===== src/rtl/unibus_int_arb.sv =====
// Unibus interrupt arbiter: picks the highest-level eligible device request, posts its vector
// to the CPU and returns the CPU acknowledge as a one-cycle dev_ack. Optional: UNIBUS_INT_PREEMPT_EN.
module unibus_int_arb #(
  parameter int unsigned          N_DEV      = 4,
  parameter logic [3*N_DEV-1:0]   DEV_LEVELS = 12'o4654
) (
  input  logic                 clk,
  input  logic                 reset,
  input  logic [N_DEV-1:0]     dev_int_i,
  input  logic [8*N_DEV-1:0]   dev_vector_i,
  output logic [N_DEV-1:0]     dev_ack_o,
  input  logic [2:0]           cpu_ipl_i,
  output logic                 cpu_int_o,
  output logic [7:0]           cpu_vector_o,
  output logic [2:0]           cpu_level_o,
  input  logic                 cpu_ack_i
);

  localparam int unsigned IdxW = (N_DEV > 1) ? $clog2(N_DEV) : 1;

  typedef enum logic [1:0] {StIdle, StPosted, StAck, StGuard} state_e;

  state_e          state_q, state_d;
  logic [IdxW-1:0] win_q, win_d;
  logic [7:0]      vec_q, vec_d;
  logic [2:0]      lvl_q, lvl_d;

  logic            best_vld;
  logic [IdxW-1:0] best_idx;
  logic [2:0]      best_lvl;
  logic [7:0]      best_vec;

  // Strict '>' on the running best keeps the lowest index on a level tie.
  always_comb begin
    best_vld = 1'b0;
    best_idx = '0;
    best_lvl = '0;
    best_vec = '0;
    for (int i = 0; i < N_DEV; i++) begin
      if (dev_int_i[i] && (DEV_LEVELS[3*i +: 3] > cpu_ipl_i) &&
          (!best_vld || (DEV_LEVELS[3*i +: 3] > best_lvl))) begin
        best_vld = 1'b1;
        best_idx = IdxW'(i);
        best_lvl = DEV_LEVELS[3*i +: 3];
        best_vec = dev_vector_i[8*i +: 8];
      end
    end
  end

  always_comb begin
    state_d = state_q;
    win_d   = win_q;
    vec_d   = vec_q;
    lvl_d   = lvl_q;
    unique case (state_q)
      StIdle: begin
        if (best_vld) begin
          state_d = StPosted;
          win_d   = best_idx;
          vec_d   = best_vec;
          lvl_d   = best_lvl;
        end
      end
      StPosted: begin
        // An ack wins over withdrawal: the CPU has already consumed the vector.
        if (cpu_ack_i) begin
          state_d = StAck;
        end else if (!dev_int_i[win_q] || (cpu_ipl_i >= lvl_q)) begin
          state_d = StIdle;
`ifdef UNIBUS_INT_PREEMPT_EN
        end else if (best_vld && (best_lvl > lvl_q)) begin
          win_d = best_idx;
          vec_d = best_vec;
          lvl_d = best_lvl;
`endif
        end
      end
      StAck:   state_d = StGuard;
      StGuard: state_d = StIdle;
      default: state_d = StIdle;
    endcase
  end

  always_ff @(posedge clk) begin
    if (reset) begin
      state_q <= StIdle;
      win_q   <= '0;
      vec_q   <= '0;
      lvl_q   <= '0;
    end else begin
      state_q <= state_d;
      win_q   <= win_d;
      vec_q   <= vec_d;
      lvl_q   <= lvl_d;
    end
  end

  always_comb begin
    dev_ack_o    = '0;
    cpu_int_o    = 1'b0;
    cpu_vector_o = '0;
    cpu_level_o  = '0;
    if (state_q == StPosted) begin
      cpu_int_o    = 1'b1;
      cpu_vector_o = vec_q;
      cpu_level_o  = lvl_q;
    end else if (state_q == StAck) begin
      dev_ack_o[win_q] = 1'b1;
      cpu_vector_o     = vec_q;
      cpu_level_o      = lvl_q;
    end
  end

endmodule


===== config.mk =====
export PLATFORM = sky130hd
export DESIGN_NAME = unibus_int_arb
export DESIGN_NICKNAME = d
export VERILOG_FILES = /design/src/rtl/unibus_int_arb.sv
export SDC_FILE = /design/constraint.sdc
export NUM_CORES = 1
export LEC_CHECK = 0
export BUFFER_PORTS_ARGS = -buffer_cell sky130_fd_sc_hd__buf_2
export CAP_MARGIN = 10
export CORE_UTILIZATION = 43
export DETAILED_ROUTE_END_ITERATION = 6
export GPL_ROUTABILITY_DRIVEN = 0
export HOLD_SLACK_MARGIN = 0.06
export PLACE_DENSITY = 0.78
export SLEW_MARGIN = 10
export SYNTH_ARGS = -nofsm -noshare
export SYNTH_HDL_FRONTEND = slang
export SYNTH_SLANG_ARGS = --single-unit

===== constraint.sdc =====
create_clock -name clk -period 1.6 [get_ports clk]
set_clock_uncertainty 0.05 [all_clocks]
set_input_delay 0.16 -clock clk [delete_from_list [all_inputs] [get_ports clk]]
set_output_delay 0.16 -clock clk [all_outputs]
set_load 0.005 [all_outputs]

# After elaboration in Yosys (flattened, before gate mapping)
# Cells that the tools add are included.
# word_totals
inputBits	42
latch_bits	0
output_inout_bits	16
mem_bits_ro	0
memories	0
ramBits	0
wordCells	67
ff_bits	15
# classes
add_sub_neg	0
mul	0
eq_ne	5
shift	0
n_mux	30
n_lt_le_gt_ge	9
div_mod_pow	0
reduce_logical	19
bitwise_logic	0
# ops
cell	n
$mux W8	6
$gt A3 B3 Y1 const A	6
$mux W3	6
$mux W2	5
$logic_and A1 B1 Y1	8
$mux W1	8
$mux W4	2
$pmux W2 S4	1
$eq A2 B2 Y1 const B	2
$logic_not A1 Y1	4
$logic_or A1 B1 Y1	4
$reduce_and A2 Y1	2
$ge A3 B3 Y1	1
$lt A2 B3 Y1 const B	1
$ne A3 B3 Y1 const B	1
$bmux W1 S2	1
$demux W1 S2	1
$eq A2 B1 Y1 const B	1
$ge A2 B1 Y1 const B	1
$logic_not A2 Y1	1
$ne A2 B2 Y1 const B	1

# Longest topological paths before layout
# Gate-level depths: netlist of run 1.
# logic_depth
ltp_word	17
depth_mapped	6
mapped_depth_nobuf	6

# Least setup slack after synthesis of run 1
# No wires, ideal clock.
# synth_path
path_kind	register to register
from	reg state_q[0]
to	reg vec_q[0]
arrival_ns	1.267
setup_ns	0.125
path_buffers	1
synth_period_minus_slack_ns	1.442
path_slack_ns	0.158
required_time_ns	1.425
stages_incl_launch_ff	6
cell_sequence	dfxtp_1 > a211o_1 > a311oi_2 > or2_4 > buf_6 > a31oi_1
# synth_between
elab_chain_len	2
# synth_lines
item	line_no	source
start: declaration	23	state_e state_q, state_d;
start signal: assignment	86	state_q <= StIdle;
start signal: assignment	91	state_q <= state_d;
$logic_not A2 Y1	55	unique case (state_q)
$reduce_and A2 Y1 (no line)	-	
end signal: assignment	93	vec_q <= vec_d;
end: declaration	25	logic [7:0] vec_q, vec_d;
# No other way between the ends.
# A chain may end at the register's enable or synchronous reset.

==> impl_metrics.env, run 1 <==
export IMPL_pre_cts_ws_ns=0.104
export IMPL_postSynthCellCount=119
export IMPL_fin_crit_sh=1.00
export IMPL_cp_end_kind="register"
export IMPL_ir_drop_v=0.000449
export IMPL_power_density_nw_per_um2=720
export IMPL_ys_warn_count=0
export IMPL_synth_cell_type_count=34
export IMPL_row_count=17
export IMPL_cpMostUsedCell="buf_6"
export IMPL_grt_setup_unrepaired="true"
export IMPL_grt_pass1_wl_mm=5.00
export IMPL_path_clk_slew_ns=0.09
export IMPL_fin_ws_ns=-0.00697
export IMPL_seq_area_frac_synth=0.294
export IMPL_syn_area_um2=1020
export IMPL_area_delta_synth_final_pct=51.2
export IMPL_wirelength_mm=3.19
export IMPL_layout_commonest_cell="buf_2"
export IMPL_synth_seq_cells=15
export IMPL_dp_cells=203
export IMPL_drive_gt1_frac=0.513
export IMPL_slowest_stage="dfxtp_4"
export IMPL_first_pass_iters=5
export IMPL_num_antenna_cells=0
export IMPL_crit_chain="buf_6 > a211o_1 > a311oi_4 > buf_4 > buf_6 > o31ai_1 > a31oi_1"
export IMPL_maxSlewHeadroom=0.628
export IMPL_io_pins=58
export IMPL_dieArea_um2=2570
export IMPL_drv_cap=0
export IMPL_core_um2=2230
export IMPL_setup_viol=2
export IMPL_synthesis_nets=164
export IMPL_cts_made_buffers=3
export IMPL_mostFrequentLayoutCells="buf_2 (50), a22oi_1 (16), dfxtp_1 (13), and2_4 (10)"
export IMPL_start_util=0.457
export IMPL_fill_cells=194
export IMPL_grt_overflow_total=0
export IMPL_min_path_type="input port to register"
export IMPL_ant_nets=0
export IMPL_worstPathMaxFanout=6
export IMPL_cp_start_kind="register"
export IMPL_cts_sinks=15
export IMPL_grt_pass1_vias=1128
export IMPL_hpwl_mm=2.15
export IMPL_multi_input_area_um2=726
export IMPL_hold_violations=0
export IMPL_die_h_um=50.7
export IMPL_drc=0
export IMPL_status="finished, violations left"
export IMPL_cts_buffer_depth=2
export IMPL_cp_data_arrival_time_ns=1.78
export IMPL_track_usage=0.260
export IMPL_viasPerCell=5.73
export IMPL_io_buffers=57
export IMPL_slew_viol_final=0
export IMPL_fmax_mhz=622
export IMPL_routedWlPerCell_um=14.9
export IMPL_violations="negative setup slack"
export IMPL_antenna_found_initial=0
export IMPL_leakagePower_nw=0.720
export IMPL_regArea_um2=308
export IMPL_critPathMaxStageDelay_ns=0.36
export IMPL_worst_endpoint_required_ns=1.77
export IMPL_grt_max_degree=14
export IMPL_critPathKind="register to register"
export IMPL_die_w_um=50.7
export IMPL_htree_levels=1
export IMPL_postSynthAreaPerCell_um2=8.58
export IMPL_min_period_ns=1.61
export IMPL_cts_root_buf="clkbuf_4"
export IMPL_clock_latency_ns=0.29
export IMPL_vias=1231
export IMPL_worst_pin_slew_ns=0.556
export IMPL_fin_cells=215
export IMPL_drt_iter0_drc=53
export IMPL_fin_nets=233
export IMPL_cts_tree="built"
==> per-stage QoR <==
stage / hold WS, ns / utilization / total power, mW / area, µm² / TNS (ns)
floorplan: 0.182 / - / 0.664 / 1020 / 0
global placement: 0.370 / 0.601 / 0.777 / 1340 / 0
detailed placement: 0.373 / 0.601 / 0.790 / 1340 / 0
CTS: 0.0607 / 0.632 / 1.04 / 1410 / 0
global route: 0.0681 / 0.691 / 1.19 / 1540 / -1.08
finish: 0.0662 / 0.691 / 1.11 / 1540 / -0.0102
==> cell families after synthesis <==
family,count (synthesis),share of synthesized area
flip-flops,15,0.294
AO/OA/AOI/OAI,48,0.343
adder cells (fa/ha/maj),3,0.0368
multiplexers,1,0.0221
AND/OR/NAND/NOR,40,0.241
buffers and inverters,12,0.0625
==> layout make-up <==
class,count,area share
multi-input cells,94,0.470
repair buffers,69,0.278
flip-flops and latches,15,0.199
well taps,28,0.0227
clock buffers,3,0.0146
inverters,5,0.0122
clock inverters,1,0.00324
==> power by group <==
part	internal, mW	switching, mW	total (mW)	leakage, nW
clock network	0.0930	0.134	0.227	0.0177
logic	0.229	0.196	0.425	0.577
registers	0.421	0.0382	0.460	0.125
==> what timing repair did <==
action	in CTS	in global routing
hold endpoints to repair	0	1
pin swaps	1	10
resized for setup	9	24
hold buffers	0	1
endpoints found under the setup margin	11	24
cloned	1	2
buffers inserted	2	2
==> worst max-delay path, delay by kind of cell, from the launching register on <==
kind                   cells  cell delay (ns)
AOI/OAI and AO/OA          4             0.73
buffers and inverters      3             0.41
DFF                        1             0.36
==> cells in the mapped netlist <==
cell type  count  share of area
or2_4          1         0.0086
nand2b_1       2          0.012
o31ai_1       10          0.074
nand2_1        3          0.011
o211ai_1       2          0.015
buf_2          2         0.0098
a22oi_1       16           0.12
a21oi_1        3          0.015
and2_1        11          0.067
mux4_2         1          0.022
and2b_1        2          0.015
dfxtp_1       15           0.29
or2_2          1         0.0061
inv_1          5          0.018
nand3_1        1         0.0049
a31oi_1        8          0.049
a311oi_2       1          0.015
clkbuf_2       1         0.0049
nor3b_1        1         0.0074
nor3b_2        3          0.037
o32ai_1        1         0.0086
clkbuf_1       2         0.0074
a211oi_1       1         0.0074
a21boi_0       1         0.0074
a211o_1        1         0.0086
ha_1           3          0.037
buf_6          2          0.022
o21ai_0        1         0.0049
nor2b_1        3          0.018
nor3_1         4          0.020
and3_1         1         0.0061
o21a_1         3          0.022
and2_0         1         0.0061
nor2_1         6          0.022
==> registers in the layout (all words and copies together) (netlist names), named ones only <==
name / cells
lvl_q: 3
state_q: 1
vec_q: 8
win_q: 2
==> worst paths after layout <==
path	slack [ns]	depth (start not counted)	start	endpoint
setup / recovery	-0.007	7	register	vec_q[7]
hold / removal	0.07	3	cpu_ack_i	register
setup reg to reg	-0.007	7	register	vec_q[7]
hold reg to reg	0.44	2	lvl_q[0]	lvl_q[0]
==> routing by layer <==
| layer | share of wire | global-route usage | vias up |
|---|---|---|---|
| met2 | 0.50 | 0.422 | 57 |
| met1 | 0.43 | 0.330 | 571 |
| met3 | 0.059 | 0.0424 | 6 |
| met5 | 0 | 0 | - |
| met4 | 0.015 | 0.130 | 0 |
| li1 | - | - | 597 |
Power figures use the tool's default switching activity.
==> run 2: changes to the inputs <==
--- a/config.mk
+++ b/config.mk
@@ -7,12 +7,13 @@
 export LEC_CHECK = 0
 export BUFFER_PORTS_ARGS = -buffer_cell sky130_fd_sc_hd__buf_2
 export CAP_MARGIN = 10
+export CORE_ASPECT_RATIO = 0.7
 export CORE_UTILIZATION = 43
 export DETAILED_ROUTE_END_ITERATION = 6
 export GPL_ROUTABILITY_DRIVEN = 0
 export HOLD_SLACK_MARGIN = 0.06
 export PLACE_DENSITY = 0.78
-export SLEW_MARGIN = 10
+export SLEW_MARGIN = 25
 export SYNTH_ARGS = -nofsm -noshare
 export SYNTH_HDL_FRONTEND = slang
 export SYNTH_SLANG_ARGS = --single-unit
==> impl_metrics.env, run 2 (synthesis gave the netlist of run 1 again) <==
export IMPL_area_delta_synth_final_pct=48.8
export IMPL_fin_nets=231
export IMPL_hold_path_endpoint="vec_q[0]"
export IMPL_vias=1244
export IMPL_cts_sinks=15
export IMPL_slew_viol_final=0
export IMPL_drc=0
export IMPL_utilization=0.694
export IMPL_min_period_ns=1.58
export IMPL_r2r_slack_ns=0.03
export IMPL_die_w_um=60.2
export IMPL_path_clk_slew_ns=0.10
export IMPL_viasPerCell=5.73
export IMPL_maxSlewHeadroom=0.615
export IMPL_top_regs="vec_q (8), lvl_q (3), win_q (2)"
export IMPL_fmax_mhz=634
export IMPL_met2_length_mm=1.60
export IMPL_ant_nets=0
export IMPL_drive_gt1_frac=0.486
export IMPL_routedWlPerCell_um=15.7
export IMPL_p_total_mw=1.10
export IMPL_hold_violations=0
export IMPL_worst_endpoint_required_ns=1.39
export IMPL_layout_commonest_cell="buf_2"
export IMPL_ir_drop_v=0.000371
export IMPL_min_path_type="input port to register"
export IMPL_cp_data_arrival_time_ns=1.37
export IMPL_leakagePower_nw=0.706
export IMPL_worst_pin_slew_ns=0.575
export IMPL_io_buffers=57
export IMPL_mostFrequentLayoutCells="buf_2 (52), a22oi_1 (16), dfxtp_1 (13), o31ai_1 (10)"
export IMPL_grt_max_degree=14
export IMPL_cts_made_buffers=3
export IMPL_worstPathMaxFanout=6
export IMPL_rr_startpoint="state_q[0]"
export IMPL_hpwl_mm=2.24
export IMPL_num_antenna_cells=0
export IMPL_wirelength_mm=3.41
export IMPL_drt_iter0_drc=70
export IMPL_htree_levels=1
export IMPL_drv_cap=0
export IMPL_setup_tns_final_ns=0
export IMPL_row_count=14
export IMPL_cts_root_buf="clkbuf_4"
export IMPL_power_density_nw_per_um2=724
export IMPL_dieArea_um2=2580
export IMPL_reg2regPathDepth=5
export IMPL_die_h_um=42.8
export IMPL_first_pass_iters=4
export IMPL_grt_pass1_vias=1136
export IMPL_whs_ns=0.118
export IMPL_fin_area_um2=1520
export IMPL_routed_top_layer="met4"
export IMPL_grt_setup_unrepaired="true"
export IMPL_met1_length_mm=1.39
export IMPL_cts_buffer_depth=2
export IMPL_setup_viol=0
export IMPL_clock_latency_ns=0.30
export IMPL_postPlaceCellArea_um2=1350
export IMPL_io_pins=58
export IMPL_cp_end_kind="primary output"
export IMPL_start_util=0.466
export IMPL_cp_start_kind="register"
export IMPL_fin_crit_sh=0.986
export IMPL_track_usage=0.267
export IMPL_largest_register="vec_q"
export IMPL_grt_overflow_total=0
export IMPL_core_um2=2190
export IMPL_cts_tree="built"
export IMPL_timing_rr_end="vec_q[7]"
export IMPL_grt_pass1_wl_mm=5.05
export IMPL_min_from="dev_vector_i[0]"
export IMPL_largest_reg_flops=8
export IMPL_antenna_found_initial=0
export IMPL_critPathKind="register to primary output"
export IMPL_hold_depth=3
export IMPL_status="completed"
export IMPL_met3_length_um=315
run 2: cell count changes in the layout (fill, tap and decap cells not counted), sizes merged:
| cell | previous run | this run |
|---|---|---|
| buf | 68 | 66 |
| dlygate4sd3 | 1 | 2 |
| or2 | 4 | 3 |
run 2: worst max-delay path, cell delays in order, from the launching register on:
cell and delay (ns):
dfxtp_4 0.38, nor2b_4 0.14, or2_4 0.28, and2_4 0.15
buf_6 0.11
run 2: repair_timing:
action                     CTS  global route
setup endpoints to repair   11            19
pin swaps                    1            14
resized for setup            4            22
cloned                       0             2
buffers inserted             0             1
hold endpoints to repair     2             0
hold buffers                 3             0
run 2: worst max path at each step:
stage	to	start	cells past startpoint
5_1_grt	vec_q[5]	state_q[0]	5
6_report	cpu_vector_o[0]	state_q[0]	4
4_1_cts	cpu_vector_o[7]	state_q[0]	4
2_1_floorplan	vec_q[0]	state_q[0]	5
3_5_place_dp	win_q[0]	state_q[0]	5
3_3_place_gp	win_q[0]	state_q[0]	5
run 2: metrics by stage:
stage          setup WS, ns  std cells
3_3_place_gp          0.137        208
5_1_grt             -0.0193        217
4_1_cts             -0.0117        215
2_1_floorplan         0.158        119
6_report             0.0218        217
3_5_place_dp         0.0614        208
run 2: where the power goes:
group / internal, mW / total [mW] / switching (mW)
logic: 0.212 / 0.406 / 0.194
registers: 0.421 / 0.464 / 0.0430
clock network: 0.0933 / 0.229 / 0.135
run 2: layer usage:
| metal | global-route usage | up-vias |
|---|---|---|
| li1 | - | 589 |
| met1 | 0.343 | 559 |
| met2 | 0.413 | 78 |
| met3 | 0.0823 | 18 |
| met4 | 0.107 | 0 |
| met5 | 0 | - |
run 2: layout make-up:
| cell class | instances | area (µm²) |
|---|---|---|
| Fill cell | 164 | 671 |
| Clock inverter | 1 | 5.00 |
| Sequential cell | 15 | 308 |
| Multi-Input combinational cell | 93 | 717 |
| Tap cell | 32 | 40.0 |
| Timing Repair Buffer | 68 | 408 |
| Clock buffer | 3 | 22.5 |
| Inverter | 5 | 18.8 |
==> run 3: changes to the inputs <==
==> constraint.sdc (replaced) <==
create_clock -name clk -period 1.6 [get_ports clk]
set_clock_uncertainty 0.05 [all_clocks]
set_input_delay 0.48 -clock clk [delete_from_list [all_inputs] [get_ports clk]]
set_output_delay 0.48 -clock clk [all_outputs]
set_load 0.005 [all_outputs]
==> impl_metrics.env, run 3 (synthesis gave the netlist of run 1 again) <==
export IMPL_met3_length_um=173
export IMPL_largest_register="vec_q"
export IMPL_grt_pass1_vias=1091
export IMPL_setup_viol=17
export IMPL_first_pass_iters=4
export IMPL_ant_nets=0
export IMPL_routed_top_layer="met4"
export IMPL_fin_ws_ns=-0.247
export IMPL_top_regs="vec_q (8), lvl_q (3), win_q (2)"
export IMPL_path_clk_slew_ns=0.09
export IMPL_violations="negative setup slack"
export IMPL_drv_cap=0
export IMPL_core_um2=2190
export IMPL_hold_violations=0
export IMPL_fmax_mhz=542
export IMPL_antenna_found_initial=0
export IMPL_maxSlewHeadroom=0.752
export IMPL_slew_viol_final=0
export IMPL_grt_overflow_total=0
export IMPL_hpwl_mm=2.38
export IMPL_largest_reg_flops=8
export IMPL_leakagePower_nw=0.755
export IMPL_ir_drop_v=0.000424
export IMPL_clock_latency_ns=0.28
export IMPL_cts_sinks=15
export IMPL_utilization=0.736
export IMPL_worstPathMaxFanout=5
export IMPL_start_util=0.466
export IMPL_area_delta_synth_final_pct=57.8
export IMPL_fill_cells=168
export IMPL_io_pins=58
export IMPL_routedWlPerCell_um=14.5
export IMPL_drt_iter0_drc=38
export IMPL_grt_setup_unrepaired="true"
export IMPL_min_path_type="input port to register"
export IMPL_power_density_nw_per_um2=688
export IMPL_die_h_um=42.8
export IMPL_io_buffers=57
export IMPL_cts_made_buffers=3
export IMPL_critPathMaxStageDelay_ns=0.37
export IMPL_worst_pin_slew_ns=0.372
export IMPL_row_count=14
export IMPL_cts_buffer_depth=2
export IMPL_status="finished, violations left"
export IMPL_vias=1242
export IMPL_die_w_um=60.2
export IMPL_drive_gt1_frac=0.531
export IMPL_cp_start_kind="register"
export IMPL_fin_nets=238
export IMPL_cts_tree="built"
export IMPL_cp_end_kind="primary output"
export IMPL_setup_tns_final_ns=-3.26
export IMPL_htree_levels=1
export IMPL_dieArea_um2=2580
export IMPL_critPathKind="register to primary output"
export IMPL_viasPerCell=5.54
export IMPL_drc=0
export IMPL_met1_length_mm=1.44
export IMPL_mostFrequentLayoutCells="buf_2 (46), a22oi_1 (16), buf_4 (16), dfxtp_1 (13), buf_6 (12)"
export IMPL_num_antenna_cells=0
export IMPL_grt_pass1_wl_mm=5.14
export IMPL_min_period_ns=1.85
export IMPL_worst_endpoint_required_ns=1.07
export IMPL_met2_length_mm=1.58
export IMPL_layout_commonest_cell="buf_2"
export IMPL_cp_data_arrival_time_ns=1.32
export IMPL_fin_crit_sh=1.15
export IMPL_grt_max_degree=14
export IMPL_crit_chain="nor2b_4 > or2_4 > and2_4 > buf_6"
export IMPL_cts_root_buf="clkbuf_4"
export IMPL_wirelength_mm=3.24
export IMPL_slowest_stage="dfxtp_4"
export IMPL_track_usage=0.271
## run 3: changes by cell type in the layout (fill, tap and decap cells not counted), sizes merged
| cell | change |
|---|---|
| clkinv | -1 |
| clkbuf | +1 |
| buf | +9 |
| dlygate4sd3 | -2 |
## run 3: stage by stage
stage          setup WS (ns)  hold WS (ns)  area (µm²)  total power [mW]  cells
5_1_grt               -0.288         0.422        1610              1.17    224
6_report              -0.247         0.413        1610              1.11    224
4_1_cts               -0.248         0.402        1570              1.09    224
2_1_floorplan        -0.0103         0.398        1050             0.680    119
3_5_place_dp          -0.140         0.436        1460             0.834    218
3_3_place_gp          -0.106         0.420        1460             0.819    218
## run 3: final timing paths
kind                                 start  slack, ns             end  depth (start not counted)
worst max-delay path            state_q[0]      -0.25  cpu_level_o[1]                          4
worst max register to register    register      -0.01        vec_q[2]                          6
worst min register to register    lvl_q[0]       0.45        lvl_q[0]                          2
worst min-delay path                 reset       0.41        register                          2
## run 3: power by group
group / internal [mW] / switching [mW]
combinational: 0.243 / 0.189
sequential: 0.422 / 0.0417
clock: 0.0966 / 0.116
total: 0.762 / 0.346
## run 3: critical path, delay by kind of cell, from the launching register on
kind	cells	cell delay (ns)
simple gates	3	0.57
flops	1	0.37
buf+inv	1	0.11
## run 3: metal layers
metal	global-route usage	vias to the layer above
met1	0.390	580
li1	-	608
met4	0.0698	0
met3	0.0549	6
met5	0	-
met2	0.409	48
## run 3: area by class of cell
type,count,area (µm²),share of cell area
multi-input cells,93,716,0.444
repair buffers,75,505,0.314
flip-flops and latches,15,305,0.189
well taps,32,40.0,0.0248
clock buffers,4,26.3,0.0163
inverters,5,18.8,0.0116
## run 3: repair_timing
item	CTS	global route
gates cloned	1	0
gates resized for setup	17	10
setup endpoints to repair	18	29
hold buffers	0	0
setup buffers	1	0
pin swaps	10	8
